===== src/rtl/fifo_drain_pkg.sv =====
// Shared types and constants for the FIFO read-side drain stage.
package fifo_drain_pkg;

    localparam int BUF_DEPTH = 3;

    typedef logic [1:0]  occ_t;
    typedef logic [15:0] pkt_cnt_t;

    // Circular pointer increment for a 3-entry buffer: 0 -> 1 -> 2 -> 0.
    function automatic logic [1:0] ptr_inc(input logic [1:0] p);
        return (p == 2'd2) ? 2'd0 : p + 2'd1;
    endfunction

endpackage


===== src/rtl/stream_buf3.sv =====
// Three-entry circular skid buffer; push and pop may coincide, including when full.
module stream_buf3
    import fifo_drain_pkg::*;
#(
    parameter int W = 8
) (
    input  logic         clk,
    input  logic         rst_n,
    input  logic         push,
    input  logic [W-1:0] push_data,
    input  logic         pop,
    output logic [W-1:0] head_data,
    output occ_t         occ
);

    logic [W-1:0] r_mem [BUF_DEPTH];
    logic [1:0]   r_head;
    logic [1:0]   r_tail;
    occ_t         r_occ;
    logic         w_pop;

    // A pop on an empty buffer is ignored so pointers never run ahead of the data.
    assign w_pop     = pop && (r_occ != 2'd0);
    assign head_data = r_mem[r_head];
    assign occ       = r_occ;

    always_ff @(posedge clk or negedge rst_n) begin
        if (!rst_n) begin
            for (int i = 0; i < BUF_DEPTH; i++) begin
                r_mem[i] <= '0;
            end
            r_head <= 2'd0;
            r_tail <= 2'd0;
            r_occ  <= 2'd0;
        end else begin
            if (push) begin
                r_mem[r_tail] <= push_data;
                r_tail        <= ptr_inc(r_tail);
            end
            if (w_pop) begin
                r_head <= ptr_inc(r_head);
            end
            case ({push, w_pop})
                2'b10:   r_occ <= r_occ + 2'd1;
                2'b01:   r_occ <= r_occ - 2'd1;
                default: r_occ <= r_occ;
            endcase
        end
    end

endmodule


===== src/rtl/fifo_stream_drain.sv =====
// Drains a synchronous FIFO into a framed valid/ready stream, hiding the FIFO's read latency.
module fifo_stream_drain
    import fifo_drain_pkg::*;
#(
    parameter int W       = 8,
    parameter int PKT_LEN = 4
) (
    input  logic         clk,
    input  logic         rst_n,
    input  logic         fifo_empty,
    input  logic [W-1:0] fifo_data,
    output logic         fifo_r_en,
    output logic         m_valid,
    input  logic         m_ready,
    output logic [W-1:0] m_data,
    output logic         m_last,
    output pkt_cnt_t     pkt_count
);

    localparam int                BEAT_W    = (PKT_LEN > 1) ? $clog2(PKT_LEN) : 1;
    localparam logic [BEAT_W-1:0] LAST_BEAT = BEAT_W'(PKT_LEN - 1);

    logic              r_inflight;
    logic [BEAT_W-1:0] r_beat;
    pkt_cnt_t          r_pkt_count;

    occ_t              w_occ;
    logic [2:0]        w_pending;
    logic              w_rd;
    logic              w_xfer;
    logic              w_last;

    // Reads are throttled on buffered plus in-flight words, so m_ready never
    // reaches fifo_r_en combinationally and every issued read has a free slot.
    assign w_pending = {1'b0, w_occ} + {2'b00, r_inflight};
    assign w_rd      = rst_n && !fifo_empty && (w_pending < 3'(BUF_DEPTH));
    assign fifo_r_en = w_rd;

    assign m_valid   = (w_occ != 2'd0);
    assign w_last    = m_valid && (r_beat == LAST_BEAT);
    assign m_last    = w_last;
    assign w_xfer    = m_valid && m_ready;
    assign pkt_count = r_pkt_count;

    stream_buf3 #(
        .W (W)
    ) u_buf (
        .clk       (clk),
        .rst_n     (rst_n),
        .push      (r_inflight),
        .push_data (fifo_data),
        .pop       (w_xfer),
        .head_data (m_data),
        .occ       (w_occ)
    );

    always_ff @(posedge clk or negedge rst_n) begin
        if (!rst_n) begin
            r_inflight <= 1'b0;
        end else begin
            r_inflight <= w_rd;
        end
    end

    always_ff @(posedge clk or negedge rst_n) begin
        if (!rst_n) begin
            r_beat      <= '0;
            r_pkt_count <= '0;
        end else if (w_xfer) begin
            if (w_last) begin
                r_beat      <= '0;
                r_pkt_count <= r_pkt_count + 16'd1;
            end else begin
                r_beat      <= r_beat + 1'b1;
            end
        end
    end

endmodule


===== config.mk =====
export PLATFORM = sky130hd
export DESIGN_NAME = fifo_stream_drain
export DESIGN_NICKNAME = d
export VERILOG_FILES = /design/src/rtl/fifo_drain_pkg.sv /design/src/rtl/stream_buf3.sv /design/src/rtl/fifo_stream_drain.sv
export SDC_FILE = /design/constraint.sdc
export NUM_CORES = 1
export LEC_CHECK = 0
export ABC_AREA = 0
export CAP_MARGIN = 20
export CORE_MARGIN = 5
export CORE_UTILIZATION = 52
export DETAILED_ROUTE_END_ITERATION = 8
export GPL_ROUTABILITY_DRIVEN = 0
export MAX_ROUTING_LAYER = met4
export PLACE_DENSITY = 0.8
export SLEW_MARGIN = 30
export SYNTH_ARGS = -nofsm -noshare
export SYNTH_HDL_FRONTEND = slang
export SYNTH_SLANG_ARGS = --single-unit

===== constraint.sdc =====
create_clock -name clk -period 2.1 [get_ports clk]
set_input_delay 0.21 -clock clk [delete_from_list [all_inputs] [get_ports clk]]
set_output_delay 0.21 -clock clk [all_outputs]
set_load 0.02 [all_outputs]

==> run_results.csv <==
group,metric,value,unit
sta,layout_setup_ws,0.0769,ns
yosys,yosysSeqAreaShare,54.9,%
yosys,ys_warn_count,0,
setup_path,worstPathRequired,1.89,ns
final_layout,nNetsFinal,247,
setup_path,critPathKind,"register to output port",
floorplanning,die_h,75.5,um
pwr,p_leak,1.34,nW
sta,tightest_slew,0.603,ns
sta,fin_skew,0.00322,ns
clock_tree,root_buffer,"clkbuf_8",
placement,hpwl,2.96,mm
routing,ant_nets,0,
clock_tree,cts_resized,7,
clock_tree,clk_pin_slew,0.09,ns
clock_tree,insertion_delay,0.29,ns
yosys,avgSynthCellArea,12.4,um2
run,maxCapViolCount,0,
sta,period_minus_slack,2.02,ns
final_layout,drive_above_1_share,21.6,%
routing,top_layer,"met4",
final_layout,mostFrequentLayoutCells,"dfrtp_1 (49), clkdlybuf4s50_1 (28), nand2_1 (19)",
setup_path,rrSetupSlack,0.30,ns
placement,place_ws,-0.173,ns
routing,drcViolationCount,0,
final_layout,fin_area,2850,um2
placement,io_buffers,38,
global_route,track_usage,16.6,%
clock_tree,numCtsBuffers,5,
yosys,synthArstFlopShare,100,%
clock_tree,postCtsSetupBuffers,0,
sta,post-route-period-util,96.3,%
floorplanning,io_pins,39,
floorplanning,start_util,54.7,%
clock_tree,cts_hold_buffers,0,
yosys,synthesis.area,2230,um2
sta,relSlewSlack,59.8,%
floorplanning,row_count,23,
status,outcome,"complete, no violations",
global_route,grt_max_degree,50,
min_path,hold_class,"input pin to async pin",
placement,dpl-instance-area,2720,um2
pwr,ir_drop,674,uV
yosys,synth-seq-cells,49,
final_layout,final_common_cell,"dfrtp_1",
pwr,cellPowerDensity,1380,nW/um2
clock_tree,cts_tree,"built",
yosys,synthCells,180,
global_route,grt_overflow,0,
sta,setup_viol,0,
setup_path,r2r_cells,8,
setup_path,arrival,1.81,ns
final_layout,diodes,0,
routing,routedWlPerCell,15.1,um
routing,vias,1469,
routing,wl_met1,2.11,mm
yosys,synth_cell_types,29,
floorplanning,dieArea,5710,um2
routing,drtIter0Drc,51,
floorplanning,coreArea,4090,um2
yosys,synth_edf_count,0,
floorplanning,die-width,75.5,um
routing,finalWirelength,4.25,mm
yosys,syn_nets,197,
routing,wl_met2,1.90,mm
sta,max_freq,494,MHz
global_route,grt_pass1_vias,1518,
sta,hold_viol,0,
clock_tree,cts_max_level,2,
setup_path,end_kind,"output port",
routing,avgViaCountPerCell,5.23,
sta,final_max_slew_viol_count,0,
global_route,antenna_found_initial,0,
setup_path,cp_max_fo,2,
clock_tree,cts_sinks,49,
setup_path,start_kind,"register",
routing,drt-pass1-iter-count,4,
yosys,ys_dominant_reg_cell,"dfrtp_1",
sta,rsz0062_at_grt,"false",
clock_tree,clk_path_buf_depth,2,
global_route,grt_pass1_wl,7.01,mm
routing,dr_wl_met3,231,um
final_layout,syn_to_final_growth,27.6,%
==> path summary, 6_finish.rpt <==
check | start | end
worst max-delay path | r_inflight$_DFF_PN0_ | fifo_r_en
worst min-delay path | rst_n | u_buf.r_mem[16]$_DFFE_PN0P_
worst max register to register | u_buf.occ[0]$_DFFE_PN0P_ | u_buf.occ[1]$_DFFE_PN0P_
worst min register to register | pkt_count[10]$_DFFE_PN0P_ | pkt_count[10]$_DFFE_PN0P_
max in group asynchronous | rst_n | pkt_count[13]$_DFFE_PN0P_
min in group clk | rst_n | r_inflight$_DFF_PN0_
==> power breakdown <==
group / internal, mW / switching [mW]
logic: 0.904 / 0.816
clock network: 0.388 / 0.297
registers: 1.29 / 0.221
total: 2.59 / 1.33
==> critical path: stages, from the launching register on <==
cell and delay [ns]:
dfrtp_1 0.38, ha_1 0.20, ha_1 0.28, a2111oi_2 0.41
buf_2 0.24
==> cell usage after synthesis, types with 2 or more instances <==
cell type,n,area [um2]
a21o_1,3,22.5
clkbuf_1,2,7.51
dfrtp_1,49,1230
ha_1,5,62.6
inv_1,5,18.8
inv_2,2,7.51
mux2_2,17,191
mux2_4,8,120
mux2i_1,8,80.1
nand2_1,19,71.3
nand3_1,9,45.0
nand4_1,4,25.0
nor2_1,6,22.5
nor3_1,2,10.0
o21ai_0,10,50.1
or3_1,2,12.5
xnor2_1,16,140
xor2_1,2,17.5
==> flip-flops by register name (all words and copies together) (netlist names) <==
name,flops
pkt_count,16
r_beat,2
u_buf.r_head,2
u_buf.r_mem,24
u_buf.r_tail,2
u_buf.occ,2
r_inflight,1
==> layer usage <==
layer / vias up / global-route usage [%]
met3: 2 / 3.96
met4: 0 / 2.33
li1: 719 / -
met1: 711 / 22.6
met2: 37 / 26.1
met5: - / -
==> logic make-up after synthesis <==
group | Yosys count | synth area share (%)
buf+inv | 11 | 2.24
simple gates | 48 | 11.1
xor+xnor | 18 | 7.06
compound gates | 16 | 4.37
mux | 33 | 17.5
fa+ha+maj | 5 | 2.80
flops | 49 | 54.9
==> area by class of cell <==
cell class	count	area, um2
clock buffers	7	86.3
flip-flops and latches	49	1230
clock inverters	1	30.0
fillers	320	1240
repair buffers	47	454
multi-input cells	120	963
well taps	50	62.6
inverters	7	26.3
==> per-stage QoR <==
stage / TNS [ns] / hold slack, ns / power (mW) / utilization [%] / std cells
floorplan: 0 / -0.0856 / 2.58 / - / 180
global placement: -0.0716 / 0.382 / 3.24 / 66.5 / 273
detailed placement: -0.173 / 0.369 / 3.28 / 66.5 / 273
CTS: 0 / 0.0421 / 3.99 / 69.3 / 281
global route: 0 / 0.0841 / 4.16 / 69.7 / 281
finish: 0 / 0.0150 / 3.92 / 69.7 / 281
Note: power is estimated with default switching activity, not from simulation.
